### src/rtl/instr_exec_controller_pkg.sv
// rtl/instr_exec_controller_pkg.sv - shared opcodes, FSM states and instruction field positions
package instr_exec_controller_pkg;

  localparam int INSTR_W = 8;

  // Instruction layout: op[7:6], rd[5:4], rs[3:2], rt[1:0]; LI reuses {rs,rt} as imm[3:0]
  localparam int OP_MSB  = 7;
  localparam int OP_LSB  = 6;
  localparam int RD_MSB  = 5;
  localparam int RD_LSB  = 4;
  localparam int RS_MSB  = 3;
  localparam int RS_LSB  = 2;
  localparam int RT_MSB  = 1;
  localparam int RT_LSB  = 0;
  localparam int IMM_MSB = 3;
  localparam int IMM_LSB = 0;

  typedef enum logic [1:0] {
    OP_ADD = 2'b00,
    OP_SUB = 2'b01,
    OP_LI  = 2'b10,
    OP_AND = 2'b11
  } op_t;

  typedef enum logic [1:0] {
    FETCH     = 2'b00,
    DECODE    = 2'b01,
    EXECUTE   = 2'b10,
    WRITEBACK = 2'b11
  } state_t;

  function automatic op_t instr_op(input logic [INSTR_W-1:0] word);
    return op_t'(word[OP_MSB:OP_LSB]);
  endfunction

endpackage

### src/rtl/instr_exec_controller_if.sv
// rtl/instr_exec_controller_if.sv - instruction handshake and register-file bus
interface instr_exec_controller_if #(
  parameter int DATA_W     = 8,
  parameter int REG_ADDR_W = 2,
  parameter int PC_W       = 8
);
  logic                  instr_valid;
  logic                  instr_ready;
  logic [7:0]            instr;
  logic [REG_ADDR_W-1:0] read_reg1;
  logic [REG_ADDR_W-1:0] read_reg2;
  logic [DATA_W-1:0]     reg_data1;
  logic [DATA_W-1:0]     reg_data2;
  logic [REG_ADDR_W-1:0] write_reg;
  logic [DATA_W-1:0]     write_data;
  logic                  signal_regwrite;
  logic [PC_W-1:0]       pc;
  logic                  busy;

  // master: the controller; slave: upstream source plus register file
  modport master (
    input  instr_valid, instr, reg_data1, reg_data2,
    output instr_ready, read_reg1, read_reg2, write_reg, write_data,
           signal_regwrite, pc, busy
  );

  modport slave (
    output instr_valid, instr, reg_data1, reg_data2,
    input  instr_ready, read_reg1, read_reg2, write_reg, write_data,
           signal_regwrite, pc, busy
  );
endinterface

### src/rtl/instr_exec_controller_alu_8bit.sv
// rtl/instr_exec_controller_alu_8bit.sv - combinational ALU: ADD/SUB/LI/AND with carry-or-borrow out
module alu_8bit
  import instr_exec_controller_pkg::*;
#(
  parameter int DATA_W = 8
) (
  input  op_t               op,
  input  logic [DATA_W-1:0] a,
  input  logic [DATA_W-1:0] b,
  input  logic [3:0]        imm,
  output logic [DATA_W-1:0] result,
  output logic              carry
);

  logic [DATA_W:0] wide;

  // carry is the ADD carry-out or the SUB borrow; zero for LI and AND
  always_comb begin
    wide   = '0;
    result = '0;
    carry  = 1'b0;
    unique case (op)
      OP_ADD: begin
        wide   = {1'b0, a} + {1'b0, b};
        result = wide[DATA_W-1:0];
        carry  = wide[DATA_W];
      end
      OP_SUB: begin
        wide   = {1'b0, a} - {1'b0, b};
        result = wide[DATA_W-1:0];
        carry  = wide[DATA_W];
      end
      OP_LI:  result = DATA_W'(imm);
      OP_AND: result = a & b;
      default: result = '0;
    endcase
  end

endmodule

### src/rtl/instr_exec_controller.sv
// rtl/instr_exec_controller.sv - 4-cycle fetch/decode/execute/writeback controller; INSTR_EXEC_OVERFLOW_FLAG_EN adds a sticky overflow output
module instr_exec_controller
  import instr_exec_controller_pkg::*;
#(
  parameter int DATA_W     = 8,
  parameter int REG_ADDR_W = 2,
  parameter int PC_W       = 8
) (
  input  logic                      clock,
  input  logic                      reset_n,
  instr_exec_controller_if.master   bus
`ifdef INSTR_EXEC_OVERFLOW_FLAG_EN
  ,
  output logic                      overflow
`endif
);

  state_t                state_q, state_d;
  logic [INSTR_W-1:0]    ir_q;
  logic [DATA_W-1:0]     result_q;
  logic [REG_ADDR_W-1:0] write_reg_q;
  logic                  regwrite_q;
  logic [PC_W-1:0]       pc_q;
  logic                  accept;
  op_t                   op;
  logic [DATA_W-1:0]     alu_result;
  logic                  alu_carry;

  assign op     = instr_op(ir_q);
  assign accept = bus.instr_valid && (state_q == FETCH);

  always_ff @(posedge clock or negedge reset_n) begin
    if (!reset_n) state_q <= FETCH;
    else          state_q <= state_d;
  end

  always_comb begin
    state_d = state_q;
    unique case (state_q)
      FETCH:     if (accept) state_d = DECODE;
      DECODE:    state_d = EXECUTE;
      EXECUTE:   state_d = WRITEBACK;
      WRITEBACK: state_d = FETCH;
      default:   state_d = FETCH;
    endcase
  end

  alu_8bit #(.DATA_W(DATA_W)) u_alu (
    .op     (op),
    .a      (bus.reg_data1),
    .b      (bus.reg_data2),
    .imm    (ir_q[IMM_MSB:IMM_LSB]),
    .result (alu_result),
    .carry  (alu_carry)
  );

  // Write address/data are captured at the EXECUTE edge and held afterwards;
  // regwrite_q is high only during WRITEBACK since EXECUTE always leads there.
  always_ff @(posedge clock or negedge reset_n) begin
    if (!reset_n) begin
      ir_q        <= '0;
      result_q    <= '0;
      write_reg_q <= '0;
      regwrite_q  <= 1'b0;
      pc_q        <= '0;
    end else begin
      regwrite_q <= (state_q == EXECUTE);
      if (accept) begin
        ir_q <= bus.instr;
        pc_q <= pc_q + 1'b1;
      end
      if (state_q == EXECUTE) begin
        result_q    <= alu_result;
        write_reg_q <= ir_q[RD_MSB:RD_LSB];
      end
    end
  end

`ifdef INSTR_EXEC_OVERFLOW_FLAG_EN
  always_ff @(posedge clock or negedge reset_n) begin
    if (!reset_n)
      overflow <= 1'b0;
    else if (state_q == EXECUTE && (op == OP_ADD || op == OP_SUB) && alu_carry)
      overflow <= 1'b1;
  end
`else
  logic unused_carry;
  assign unused_carry = alu_carry;
`endif

  // Read addresses come straight from the latched word, so they hold through EXECUTE
  assign bus.read_reg1       = ir_q[RS_MSB:RS_LSB];
  assign bus.read_reg2       = ir_q[RT_MSB:RT_LSB];
  assign bus.write_reg       = write_reg_q;
  assign bus.write_data      = result_q;
  assign bus.signal_regwrite = regwrite_q;
  assign bus.pc              = pc_q;
  assign bus.instr_ready     = (state_q == FETCH);
  assign bus.busy            = (state_q != FETCH);

endmodule

### src/flat_wrapper.sv
// flat-port wrapper written by rule: the top's interface ports become plain ports
module instr_exec_controller_flat import instr_exec_controller_pkg::*;
#(
  parameter int DATA_W     = 8,
  parameter int REG_ADDR_W = 2,
  parameter int PC_W       = 8
)
  (clock, reset_n, bus_instr_valid, bus_instr, bus_reg_data1, bus_reg_data2, bus_instr_ready, bus_read_reg1, bus_read_reg2, bus_write_reg, bus_write_data, bus_signal_regwrite, bus_pc, bus_busy);
  instr_exec_controller_if #(.DATA_W(DATA_W), .REG_ADDR_W(REG_ADDR_W), .PC_W(PC_W)) bus_i ();
  input  logic clock;
  input  logic reset_n;
  input wire logic [$bits(bus_i.instr_valid)-1:0] bus_instr_valid;
  input wire logic [$bits(bus_i.instr)-1:0] bus_instr;
  input wire logic [$bits(bus_i.reg_data1)-1:0] bus_reg_data1;
  input wire logic [$bits(bus_i.reg_data2)-1:0] bus_reg_data2;
  output wire logic [$bits(bus_i.instr_ready)-1:0] bus_instr_ready;
  output wire logic [$bits(bus_i.read_reg1)-1:0] bus_read_reg1;
  output wire logic [$bits(bus_i.read_reg2)-1:0] bus_read_reg2;
  output wire logic [$bits(bus_i.write_reg)-1:0] bus_write_reg;
  output wire logic [$bits(bus_i.write_data)-1:0] bus_write_data;
  output wire logic [$bits(bus_i.signal_regwrite)-1:0] bus_signal_regwrite;
  output wire logic [$bits(bus_i.pc)-1:0] bus_pc;
  output wire logic [$bits(bus_i.busy)-1:0] bus_busy;
  assign bus_i.instr_valid = bus_instr_valid;
  assign bus_i.instr = bus_instr;
  assign bus_i.reg_data1 = bus_reg_data1;
  assign bus_i.reg_data2 = bus_reg_data2;
  assign bus_instr_ready = bus_i.instr_ready;
  assign bus_read_reg1 = bus_i.read_reg1;
  assign bus_read_reg2 = bus_i.read_reg2;
  assign bus_write_reg = bus_i.write_reg;
  assign bus_write_data = bus_i.write_data;
  assign bus_signal_regwrite = bus_i.signal_regwrite;
  assign bus_pc = bus_i.pc;
  assign bus_busy = bus_i.busy;
  instr_exec_controller #(.DATA_W(DATA_W), .REG_ADDR_W(REG_ADDR_W), .PC_W(PC_W)) u_core (.clock(clock), .reset_n(reset_n), .bus(bus_i));
endmodule
### config.mk
export PLATFORM = sky130hd
export DESIGN_NAME = instr_exec_controller_flat
export DESIGN_NICKNAME = d
export VERILOG_FILES = /design/src/rtl/instr_exec_controller_pkg.sv /design/src/rtl/instr_exec_controller_if.sv /design/src/rtl/instr_exec_controller_alu_8bit.sv /design/src/rtl/instr_exec_controller.sv /design/src/flat_wrapper.sv
export SDC_FILE = /design/constraint.sdc
export NUM_CORES = 1
export LEC_CHECK = 0
export ABC_AREA = 1
export BUFFER_PORTS_ARGS = -buffer_cell sky130_fd_sc_hd__clkbuf_2
export CORE_ASPECT_RATIO = 0.5
export CORE_MARGIN = 10
export CORE_UTILIZATION = 47
export DETAILED_ROUTE_END_ITERATION = 10
export GPL_ROUTABILITY_DRIVEN = 0
export PLACE_DENSITY = 0.76
export SYNTH_ARGS = -nofsm -noshare
export SYNTH_HDL_FRONTEND = slang
export SYNTH_SLANG_ARGS = --single-unit
### constraint.sdc
create_clock -name clock -period 1.9 [get_ports clock]
set_clock_uncertainty 0.15 [all_clocks]
set_input_delay 0.095 -clock clock [delete_from_list [all_inputs] [get_ports clock]]
set_output_delay 0.095 -clock clock [all_outputs]
set_load 0.03 [all_outputs]
* Word level (Yosys, flattened, before mapping)
Cells that the tools add are included. W data, S select, Z words.
Cells by class: mux-type cells 3, bitwise gates (word level) 1, equal/unequal tests 7, $add $sub $neg 3, reductions and logical operators 4
Operator list (count):
- $pmux W8 S4 | 1
- $add A8 B1 Y8 const B | 1
- $add A8 B8 Y8 | 1
- $and A8 B8 Y8 | 1
- $eq A2 B2 Y1 const B | 4
- $pmux W2 S4 | 1
- $sub A8 B8 Y8 | 1
- $eq A2 B1 Y1 const B | 2
- $logic_not A2 Y1 | 2
- $mux W2 | 1
- $ne A2 B1 Y1 const B | 1
- $reduce_bool A2 Y1 | 1
- $logic_and A1 B1 Y1 | 1
Storage, ports and cells: output and inout port bits 25, bits of input ports 27, word-level logic and storage cells 24, flip-flop bits (word level) 29

* Longest topological paths before layout
Gate-level depths: netlist of the first run.
depth after elaboration 4, depth in mapped cells 17, mapped depth without buffers 17

* Cells and area by module
A second synthesis of the first run with hierarchy kept.
Second synthesis, totals: cells, all modules 273, area, all modules 2159.6 um2
By module, submodules not included:
- instr_exec_controller | instances 1, area each 1221.2 um2, cells each 100, seq. area each 725.7 um2
- alu_8bit | instances 1, area each 938.4 um2, cells each 173, seq. area each 0.0 um2

* Worst setup path after synthesis of the first run
Ideal clock, no wire load.
path kind reg-to-reg, start point register u_core.ir_q[7], end point register u_core.result_q[7] (netlist: u_core.bus.write_data[7]), arrival 1750 ps, path buffers 0, period minus slack after synthesis 2022 ps, setup slack -122 ps, cell stages (with the launch flop) 15, setup time 123 ps, required time 1627 ps, cells stage by stage dfrtp_1 > inv_2 > nand2_4 > o21ai_0 > nand2_1 > xnor2_1 > ha_1 > nand2_1 > inv_1 > nand2_1 > nand2_1 > a21oi_1 > nand3_1 > nand3_1 > a21oi_2
Between the ends: word-level cells in the longest chain between the ends 2, elaborated cells on any way between the ends 5, those cells by class eq/ne (3); mux (1); reduce/logical (1)
RTL lines:
- start, declared | RTL line instr_exec_controller.sv:19 | logic [INSTR_W-1:0] ir_q;
- start signal, assigned | RTL line instr_exec_controller.sv:69 | ir_q <= bus.instr;
- $eq A2 B2 Y1, or another cell as far along | RTL line instr_exec_controller_alu_8bit.sv:22 | unique case (op)
- $pmux W8 S4 (*) | RTL line instr_exec_controller_alu_8bit.sv:22
- end signal, assigned | RTL line instr_exec_controller.sv:73 | result_q <= alu_result;
- end, declared | RTL line instr_exec_controller.sv:20 | logic [DATA_W-1:0] result_q;
Every way passes the cells marked *; elsewhere a longest branch is shown, timed or not. A chain may end at the register's enable or synchronous reset.

* Final worst setup path of the first run
Same ends and word-level chain as after synthesis.

==> results of run 1 <==
==> cell families (layout without fill, tap and decap cells) <==
group,count (synthesis),count (layout),synth area share
adders and majority gates,13,13,0.09392
DFF,29,29,0.4006
buffers and inverters,38,123,0.08770
and+or+nand+nor,98,98,0.2445
xor gates and xnor gates,13,13,0.06285
AOI/OAI and AO/OA,34,34,0.1105
==> cell usage after synthesis, types with 2 or more instances <==
| library cell | count |
|---|---|
| sky130_fd_sc_hd__nand4_1 | 5 |
| sky130_fd_sc_hd__o21ai_0 | 11 |
| sky130_fd_sc_hd__nor3_1 | 2 |
| sky130_fd_sc_hd__ha_1 | 12 |
| sky130_fd_sc_hd__buf_4 | 4 |
| sky130_fd_sc_hd__nand2_2 | 4 |
| sky130_fd_sc_hd__clkbuf_1 | 3 |
| sky130_fd_sc_hd__nand2_1 | 52 |
| sky130_fd_sc_hd__a31oi_1 | 4 |
| sky130_fd_sc_hd__a21oi_1 | 12 |
| sky130_fd_sc_hd__nor2_1 | 15 |
| sky130_fd_sc_hd__nand2_4 | 2 |
| sky130_fd_sc_hd__nand3_1 | 15 |
| sky130_fd_sc_hd__xor2_1 | 7 |
| sky130_fd_sc_hd__inv_1 | 29 |
| sky130_fd_sc_hd__xnor2_1 | 6 |
| sky130_fd_sc_hd__dfrtp_1 | 29 |
==> worst paths after layout <==
| check | startpoint | endpoint | cells after the start |
|---|---|---|---|
| worst max-delay path | u_core.ir_q[7] | u_core.bus.write_data[7] | 13 |
| worst min-delay path | bus_reg_data1[7] | u_core.bus.write_data[7] | 3 |
| worst max register to register | u_core.ir_q[7] | u_core.bus.write_data[7] | 13 |
| worst min register to register | u_core.bus.write_reg[0] | u_core.bus.write_reg[0] | 2 |
| max in group asynchronous | reset_n | u_core.bus.write_data[0] | 2 |
| min in group asynchronous | reset_n | u_core.bus.pc[1] | 2 |
==> metrics by stage <==
stage                     instance area [sq um]  utilization
after global placement                     2230       0.6253
final                                      2557       0.7172
after floorplan                            1824            -
after global routing                       2557       0.7172
after CTS                                  2487       0.6975
after detailed placement                   2230       0.6253
==> timing repair <==
action | in CTS | in global routing
pin swaps | 13 | 14
hold buffers | 10 | 0
endpoints found under the setup margin | 7 | 7
gates resized for setup | 10 | 12
buffers inserted | 4 | 3
endpoints found under the hold margin | 38 | 0
==> cell usage in the layout, fill, tap and decap left out, types with 2 or more instances in the layout <==
cell type                       synthesis  routed
sky130_fd_sc_hd__clkbuf_2               0      51
sky130_fd_sc_hd__nand2_2                4      12
sky130_fd_sc_hd__a21oi_1               12       6
sky130_fd_sc_hd__nand4_1                5       5
sky130_fd_sc_hd__inv_2                  1       2
sky130_fd_sc_hd__o21ai_0               11      10
sky130_fd_sc_hd__xnor2_1                6       5
sky130_fd_sc_hd__nor2_1                15      14
sky130_fd_sc_hd__a21oi_2                1       7
sky130_fd_sc_hd__xor2_1                 7       7
sky130_fd_sc_hd__clkbuf_8               0       6
sky130_fd_sc_hd__a31oi_1                4       4
sky130_fd_sc_hd__nand3_1               15      11
sky130_fd_sc_hd__nor3_2                 1       2
sky130_fd_sc_hd__nand2_1               52      44
sky130_fd_sc_hd__buf_4                  4      24
sky130_fd_sc_hd__inv_1                 29      28
sky130_fd_sc_hd__dlygate4sd3_1          0      10
sky130_fd_sc_hd__dfrtp_1               29      29
sky130_fd_sc_hd__nand3_2                1       5
sky130_fd_sc_hd__ha_1                  12      11
sky130_fd_sc_hd__nand2_4                2       2
==> cell type report <==
| cell class | instances | share of cell area |
|---|---|---|
| clock buffers | 7 | 0.03376 |
| well taps | 51 | 0.02495 |
| flip-flops and latches | 29 | 0.2838 |
| repair buffers | 85 | 0.2094 |
| multi-input cells | 158 | 0.4022 |
| inverters | 31 | 0.04599 |
==> where the power goes <==
part	internal, mW	switching, mW	leakage (nW)
clock network	0.287	0.217	0.0443
registers	0.904	0.186	0.353
logic	1.07	1.76	0.974
==> per-layer routing <==
layer  routed length (um)  vias to the layer above  share of wire
li1                     -                      903              -
met1                 2307                      844           0.44
met2                 2507                       67           0.48
met3                  312                        8          0.060
met4                   90                        0          0.017
met5                    0                        -              0
==> worst max-delay path: stages (launching register included) <==
cell and delay (ns):
sky130_fd_sc_hd__dfrtp_1 0.37, sky130_fd_sc_hd__inv_2 0.06, sky130_fd_sc_hd__nand2_4 0.13, sky130_fd_sc_hd__o31ai_2 0.09, sky130_fd_sc_hd__xor2_1 0.18, sky130_fd_sc_hd__ha_1 0.36, sky130_fd_sc_hd__nand2_2 0.10, sky130_fd_sc_hd__inv_1 0.05
sky130_fd_sc_hd__nand2_2 0.06, sky130_fd_sc_hd__nand2_1 0.05, sky130_fd_sc_hd__a21oi_1 0.12, sky130_fd_sc_hd__nand3_1 0.09, sky130_fd_sc_hd__nand3_1 0.09, sky130_fd_sc_hd__a21oi_2 0.05
==> results.json, run 1 <==
{
  "worst_slew_pin_slew_ns": 0.7092,
  "cts_max_path_buffers": 2,
  "num_vias": 1822,
  "die-area_sq_um": 6889,
  "period_share": 1.090,
  "fp.coreArea_sq_um": 3566,
  "dr.first_iter.drc_count": 72,
  "critPathRequiredTime_ns": 1.91,
  "tritoncts_buffer_count": 5,
  "grt_first_pass_wirelength_um": 8742,
  "pin_count_of_the_biggest_net_entering_global_routing": 30,
  "final_wirelength_um": 5217,
  "final-setup-viol-count": 7,
  "placed_cells_incl_taps": 337,
  "synthArstFlopShare": 1.000,
  "post-route-min-period_ns": 2.072,
  "status": "finished with violations",
  "grt_usage": 0.1557,
  "fmax_ghz": 0.4826,
  "route.antenna.remaining_nets": 0,
  "fin_worst_hold_slack_ns": 0.02396,
  "drtPass1Iterations": 5,
  "power.total_mw": 4.427,
  "crit_path_max_fanout": 8,
  "grt_util_met3": 0.05100,
  "drive_gt1_frac": 0.3839,
  "clk_root_buffer_cell": "sky130_fd_sc_hd__clkbuf_8",
  "yosys_warnings": 0,
  "netlist-cell-type-count": 30,
  "multi_input_comb_area_sq_um": 1028,
  "grt_antenna_before_repair": 0,
  "top_cell_type_by_total_area_after_synthesis": "sky130_fd_sc_hd__dfrtp_1",
  "power_per_cell_area_nw_per_um2": 1731,
  "setup.worst_path.start_class": "flip-flop",
  "synth_top_cell_area_share": 0.4006,
  "port_buffers": 51,
  "criticalPathCategory": "flip-flop to flip-flop",
  "hold_viol": 0,
  "die_h_um": 63.90,
  "htreeDepth": 2,
  "via_per_inst": 5.047,
  "preCtsSetupSlack_ns": -0.2903,
  "wirelength_per_cell_um": 14.45,
  "slew-limit-headroom": 0.5272,
  "grtUsageMet1": 0.1786,
  "holdCritPathClass": "input pin to flip-flop",
  "postLayoutSetupSlackWorst_ns": -0.1719,
  "worst_ir_drop_vdd_v": 0.001255,
  "synth.yosys.seq_area_share": 0.4006,
  "synthesis_to_finish_area_growth_pct": 41.16,
  "power_leakage_nw": 1.371,
  "starting_density": 0.5081,
  "io_pins": 52,
  "synth.avg_cell_area_sq_um": 8.052,
  "maxSlewViolCount": 0,
  "worst_setup_path_end_kind": "flip-flop",
  "postSynthCellCount": 225,
  "first_global_vias": 1900,
  "post_layout_nonfiller_instances": 361,
  "dominantRegCellSynth": "sky130_fd_sc_hd__dfrtp_1",
  "top_usage_layer": "met2",
  "fin_tns_setup_ns": -0.8230,
  "post_synth_main_area_contributors": "sky130_fd_sc_hd__dfrtp_1, sky130_fd_sc_hd__nand2_1, sky130_fd_sc_hd__ha_1",
  "clock_insertion_delay_worst_skew_ns": 0.27,
  "worst_ep_arrival_time_ns": 2.09,
  "synth_edf_count": 0,
  "place.detailed.hpwl_um": 3765,
  "netlist_area_sq_um": 1812,
  "timing.max_cap.violations": 0,
  "sequential_cell_area_sq_um": 725.7,
  "cts_tree": "yes",
  "gr-usage-met2": 0.2590,
  "antenna-diode-count": 0,
  "fillCellCount": 282,
  "die_x_um": 107.8,
  "clock_slew_at_reported_path_ffs_ns": 0.06,
  "remaining_drc_errors": 0,
  "reg2reg_slack_ns": -0.17,
  "placementRows": 15,
  "grt-ovfl-total": 0,
  "nNetsFinal": 350,
  "failed_checks": "setup timing",
  "syn-num-nets": 265,
  "synth.ff_latch_count": 29,
  "cts.sinks": 29,
  "rsz0062_at_grt": "true"
}
Power figures use the tool's default switching activity.
==> run 2: changes to the inputs <==
--- a/config.mk
+++ b/config.mk
@@ -9,10 +9,12 @@
 export BUFFER_PORTS_ARGS = -buffer_cell sky130_fd_sc_hd__clkbuf_2
 export CORE_ASPECT_RATIO = 0.5
 export CORE_MARGIN = 10
-export CORE_UTILIZATION = 47
+export CORE_UTILIZATION = 49
 export DETAILED_ROUTE_END_ITERATION = 10
 export GPL_ROUTABILITY_DRIVEN = 0
-export PLACE_DENSITY = 0.76
+export PLACE_DENSITY = 0.77
+export SLEW_MARGIN = 5
 export SYNTH_ARGS = -nofsm -noshare
 export SYNTH_HDL_FRONTEND = slang
+export SYNTH_HIERARCHICAL = 1
 export SYNTH_SLANG_ARGS = --single-unit
==> results.json, run 2 <==
{
  "netlist_area_sq_um": 2122,
  "postSynthCellCount": 265,
  "period_share": 0.8655,
  "maxSlewViolCount": 0,
  "htreeDepth": 2,
  "grt_first_pass_wirelength_um": 8480,
  "clock_insertion_delay_worst_skew_ns": 0.27,
  "cts.sinks": 29,
  "drtPass1Iterations": 4,
  "cts_tree": "yes",
  "tritoncts_buffer_count": 5,
  "route.antenna.remaining_nets": 0,
  "criticalPathCategory": "flip-flop to flip-flop",
  "drive_gt1_frac": 0.2761,
  "final_wirelength_um": 5112,
  "final_common_cell": "sky130_fd_sc_hd__nand2_1",
  "synthesis_to_finish_area_growth_pct": 20.93,
  "reg2reg_slack_ns": 0.26,
  "post-route-min-period_ns": 1.644,
  "num_vias": 1880,
  "fin_tns_setup_ns": 0,
  "final-setup-viol-count": 0,
  "hold_viol": 0,
  "preCtsSetupSlack_ns": 0.03036,
  "crit_path_max_fanout": 5,
  "cts_max_path_buffers": 2,
  "grt_antenna_before_repair": 0,
  "place.detailed.hpwl_um": 4060,
  "mostFrequentLayoutCells": "sky130_fd_sc_hd__nand2_1, sky130_fd_sc_hd__clkbuf_2, sky130_fd_sc_hd__inv_1, sky130_fd_sc_hd__dfrtp_1, sky130_fd_sc_hd__nand3_1",
  "synth.avg_cell_area_sq_um": 8.008,
  "yosys_warnings": 6,
  "first_global_vias": 1890,
  "fp.coreArea_sq_um": 4044,
  "antenna-diode-count": 0,
  "port_buffers": 51,
  "power_leakage_nw": 1.430,
  "placementRows": 16,
  "starting_density": 0.5248,
  "dr.first_iter.drc_count": 115,
  "worst_ep_arrival_time_ns": 1.65,
  "critPathRequiredTime_ns": 1.91,
  "pin_count_of_the_biggest_net_entering_global_routing": 30,
  "r2r-end": "u_core/bus.pc[4]",
  "endpoint": "u_core/bus.pc[4]",
  "timing.max_cap.violations": 0,
  "setup.worst_path.start_class": "flip-flop",
  "slew-limit-headroom": 0.5289,
  "worst_slew_pin_slew_ns": 0.7067,
  "fin_worst_hold_slack_ns": 0.01767,
  "rsz0062_at_grt": "false",
  "rr_worst_depth": 6,
  "wirelength_per_cell_um": 13.45,
  "holdCritPathClass": "input pin to flip-flop",
  "status": "finished clean",
  "io_pins": 52,
  "die-area_sq_um": 7523,
  "detailed_place.area_sq_um": 2394,
  "syn-num-nets": 313,
  "grt-ovfl-total": 0,
  "cp-startpoint": "u_core/state_q[1]",
  "worst_setup_path_end_kind": "flip-flop",
  "clk_root_buffer_cell": "sky130_fd_sc_hd__clkbuf_8",
  "nNetsFinal": 373,
  "die_x_um": 113.1,
  "power_per_cell_area_nw_per_um2": 1372,
  "remaining_drc_errors": 0,
  "postLayoutSetupSlackWorst_ns": 0.2556,
  "worst_ir_drop_vdd_v": 0.0009391,
  "final_core_utilization": 0.6346,
  "r2r-start": "u_core/state_q[1]",
  "post-route-cell-area_sq_um": 2566,
  "cts_repair_resize_count": 0,
  "fmax_ghz": 0.6081,
  "via_per_inst": 4.947,
  "grt_usage": 0.1361,
  "clock_slew_at_reported_path_ffs_ns": 0.06,
  "die_h_um": 66.54
}
[run 2: area by class of cell]
type | count | area [sq um]
timing repair buffer | 62 | 360.3
multi-input combinational | 178 | 1146
clock buffer | 6 | 72.57
clock inverter | 2 | 10.01
fill | 373 | 1478
inverter | 49 | 183.9
tap | 54 | 67.56
sequential | 29 | 725.7
[run 2: how the worst min path moves through the flow]
stage	end	start	cells after the start
floorplan	u_core/bus.pc[0]	reset_n	0
global placement	u_core/bus.pc[2]	reset_n	1
detailed placement	u_core/bus.pc[2]	reset_n	1
CTS	u_core/state_q[0]	bus_instr_valid	3
global route	u_core/state_q[0]	bus_instr_valid	3
finish	u_core/state_q[0]	bus_instr_valid	3
[run 2: worst max-delay path, stage by stage, from the launching register on]
cell                      delay [ns]
sky130_fd_sc_hd__dfrtp_1        0.38
sky130_fd_sc_hd__inv_1          0.08
sky130_fd_sc_hd__ha_1           0.22
sky130_fd_sc_hd__nand2_1        0.16
sky130_fd_sc_hd__nor2_1         0.28
sky130_fd_sc_hd__nand2_1        0.13
sky130_fd_sc_hd__xnor2_1        0.14
[run 2: per-layer routing]
layer	vias to the layer above	track usage	share of wire
met5	-	0	0
li1	950	-	-
met2	46	0.2457	0.50
met3	2	0.05004	0.068
met1	882	0.1526	0.43
met4	0	0.02830	0.0025
[run 2: stage by stage]
stage | instances | total power, mW
global route | 380 | 3.773
global placement | 363 | 2.963
finish | 380 | 3.521
floorplan | 265 | 2.535
CTS | 380 | 3.537
detailed placement | 363 | 3.039
[run 2: power by group]
group | leakage [nW] | internal (mW) | total (mW) | switching [mW]
logic | 1.04 | 0.720 | 1.91 | 1.19
registers | 0.347 | 0.905 | 1.13 | 0.226
clock network | 0.0450 | 0.253 | 0.476 | 0.223
total | 1.43 | 1.88 | 3.52 | 1.64
[run 2: timing repair]
item	4_1_cts	5_1_grt
hold buffers	9	0
hold endpoints to repair	37	0
setup buffers	0	0
==> run 3: changes to the inputs <==
--- a/config.mk
+++ b/config.mk
@@ -9,10 +9,10 @@
 export BUFFER_PORTS_ARGS = -buffer_cell sky130_fd_sc_hd__clkbuf_2
 export CORE_ASPECT_RATIO = 0.5
 export CORE_MARGIN = 10
-export CORE_UTILIZATION = 49
+export CORE_UTILIZATION = 40
 export DETAILED_ROUTE_END_ITERATION = 10
 export GPL_ROUTABILITY_DRIVEN = 0
-export PLACE_DENSITY = 0.77
+export RECOVER_POWER = 100
 export SLEW_MARGIN = 5
 export SYNTH_ARGS = -nofsm -noshare
 export SYNTH_HDL_FRONTEND = slang
==> results.json, run 3 (synthesized netlist as in run 2, its figures left out) <==
{
  "clk_root_buffer_cell": "sky130_fd_sc_hd__clkbuf_8",
  "io_pins": 52,
  "grt_first_pass_wirelength_um": 8880,
  "power_per_cell_area_nw_per_um2": 1420,
  "setup.worst_path.start_class": "flip-flop",
  "antenna-diode-count": 0,
  "post_layout_nonfiller_instances": 396,
  "switching_share": 0.4379,
  "final-setup-viol-count": 0,
  "rsz0062_at_grt": "false",
  "p_clk_frac": 0.204,
  "htreeDepth": 2,
  "maxSlewViolCount": 0,
  "drive_gt1_frac": 0.1902,
  "fmax_ghz": 0.5967,
  "starting_density": 0.4225,
  "pin_count_of_the_biggest_net_entering_global_routing": 30,
  "crit_path_max_fanout": 6,
  "timing.max_cap.violations": 0,
  "die_h_um": 71.51,
  "die_x_um": 123.0,
  "critPathRequiredTime_ns": 1.97,
  "dr.first_iter.drc_count": 96,
  "worst_ep_arrival_time_ns": 1.74,
  "cts_max_path_buffers": 2,
  "worst_setup_path_end_kind": "flip-flop",
  "total_switching_power_mw": 1.616,
  "cts_setup_buffers": 0,
  "sequential_cell_area_sq_um": 725.7,
  "wirelength_per_cell_um": 12.63,
  "num_vias": 1864,
  "holdCritPathClass": "input pin to flip-flop",
  "tritoncts_buffer_count": 5,
  "drtPass1Iterations": 4,
  "synthesis_to_finish_area_growth_pct": 22.46,
  "grt-ovfl-total": 0,
  "preCtsSetupSlack_ns": 0.04520,
  "fp.coreArea_sq_um": 5022,
  "worst_slew_pin_slew_ns": 0.6998,
  "nNetsFinal": 373,
  "criticalPathCategory": "flip-flop to flip-flop",
  "power.total_mw": 3.690,
  "slew-limit-headroom": 0.5335,
  "multi_input_comb_area_sq_um": 1144,
  "clock_slew_at_reported_path_ffs_ns": 0.06,
  "placed_cells_incl_taps": 379,
  "hold_viol": 0,
  "final_common_cell": "sky130_fd_sc_hd__nand2_1",
  "cts_tree": "yes",
  "power_frac_seq": 0.303,
  "fin_tns_setup_ns": 0,
  "period_share": 0.8820,
  "die-area_sq_um": 8795,
  "place.detailed.hpwl_um": 4056,
  "post-route-min-period_ns": 1.676,
  "power_leakage_nw": 1.371,
  "final_wirelength_um": 5002,
  "via_per_inst": 4.707,
  "remaining_drc_errors": 0,
  "route.antenna.remaining_nets": 0,
  "first_global_vias": 1938,
  "clock_insertion_delay_worst_skew_ns": 0.27,
  "fillCellCount": 501,
  "port_buffers": 51,
  "grt_antenna_before_repair": 0,
  "cts.sinks": 29,
  "worst_ir_drop_vdd_v": 0.001090,
  "placementRows": 18,
  "grt_usage": 0.1211,
  "comb_power_share": 0.493,
  "postLayoutSetupSlackWorst_ns": 0.2241,
  "status": "finished clean",
  "intPower_mw": 2.074,
  "mostFrequentLayoutCells": "sky130_fd_sc_hd__nand2_1, sky130_fd_sc_hd__inv_1, sky130_fd_sc_hd__dfrtp_1, sky130_fd_sc_hd__clkbuf_1, sky130_fd_sc_hd__clkbuf_2",
  "final_core_utilization": 0.5174
}
## run 3: changes by cell type in the layout (fill, tap and decap cells not counted), sizes merged
cell | before | now
buf | 2 | 1
bufinv | 0 | 2
clkinv | 4 | 3
## run 3: repair_timing
item / in CTS / in global routing
endpoints found under the hold margin: 37 / 0
gates resized for setup: 0 / 0
hold buffers: 9 / 0
## run 3: worst paths after layout
path / to / slack [ns] / cells after the start / start
worst min-delay path: u_core/state_q[1] / 0.02 / 3 / bus_instr_valid
worst min register to register: u_core/bus.write_reg[1] / 0.35 / 1 / u_core/ir_q[5]
worst max-delay path: u_core/bus.write_data[3] / 0.22 / 6 / u_core/ir_q[7]
max in group asynchronous: u_core/bus.write_data[6] / 0.90 / 2 / reset_n
min in group asynchronous: u_core/ir_q[1] / 0.25 / 2 / reset_n
worst max register to register: u_core/bus.write_data[3] / 0.22 / 6 / u_core/ir_q[7]
## run 3: critical path: stages, from the launching register on
cell	delay, ns
sky130_fd_sc_hd__dfrtp_1	0.45
sky130_fd_sc_hd__nor2_1	0.38
sky130_fd_sc_hd__inv_1	0.13
sky130_fd_sc_hd__a21oi_1	0.13
sky130_fd_sc_hd__o21ai_0	0.09
sky130_fd_sc_hd__nand3b_1	0.12
sky130_fd_sc_hd__mux2_2	0.16
## run 3: cell type report
class / instances / share of cell area
clock buffers: 5 / 0.02648
clock inverters: 3 / 0.02504
inverters: 49 / 0.07078
multi-input cells: 178 / 0.4401
flip-flops and latches: 29 / 0.2792
well taps: 70 / 0.03370
repair buffers: 62 / 0.1247
## run 3: metrics by stage
| step | cell area [sq um] | hold WS [ns] |
|---|---|---|
| 2_1_floorplan | 2122 | -0.3506 |
| 3_3_place_gp | 2414 | 0.03135 |
| 3_5_place_dp | 2414 | 0.02863 |
| 4_1_cts | 2638 | 0.004579 |
| 5_1_grt | 2599 | 0.03506 |
| 6_report | 2599 | 0.01824 |
## run 3: layer usage
metal / global-route usage / vias up / wire (um)
met1: 0.1519 / 876 / 2350
met3: 0.03597 / 0 / 236
met4: 0.02311 / 0 / 0
met5: 0 / - / 0
li1: - / 950 / -
met2: 0.2032 / 38 / 2414
## run 3: power by group through the flow
stage | logic (mW) | registers (mW) | clock network [mW]
2_1_floorplan | 1.11 | 1.42 | 0
3_3_place_gp | 1.86 | 1.13 | 0
3_5_place_dp | 1.90 | 1.14 | 0
4_1_cts | 1.93 | 1.13 | 0.769
5_1_grt | 2.03 | 1.17 | 0.806
6_report | 1.82 | 1.12 | 0.752
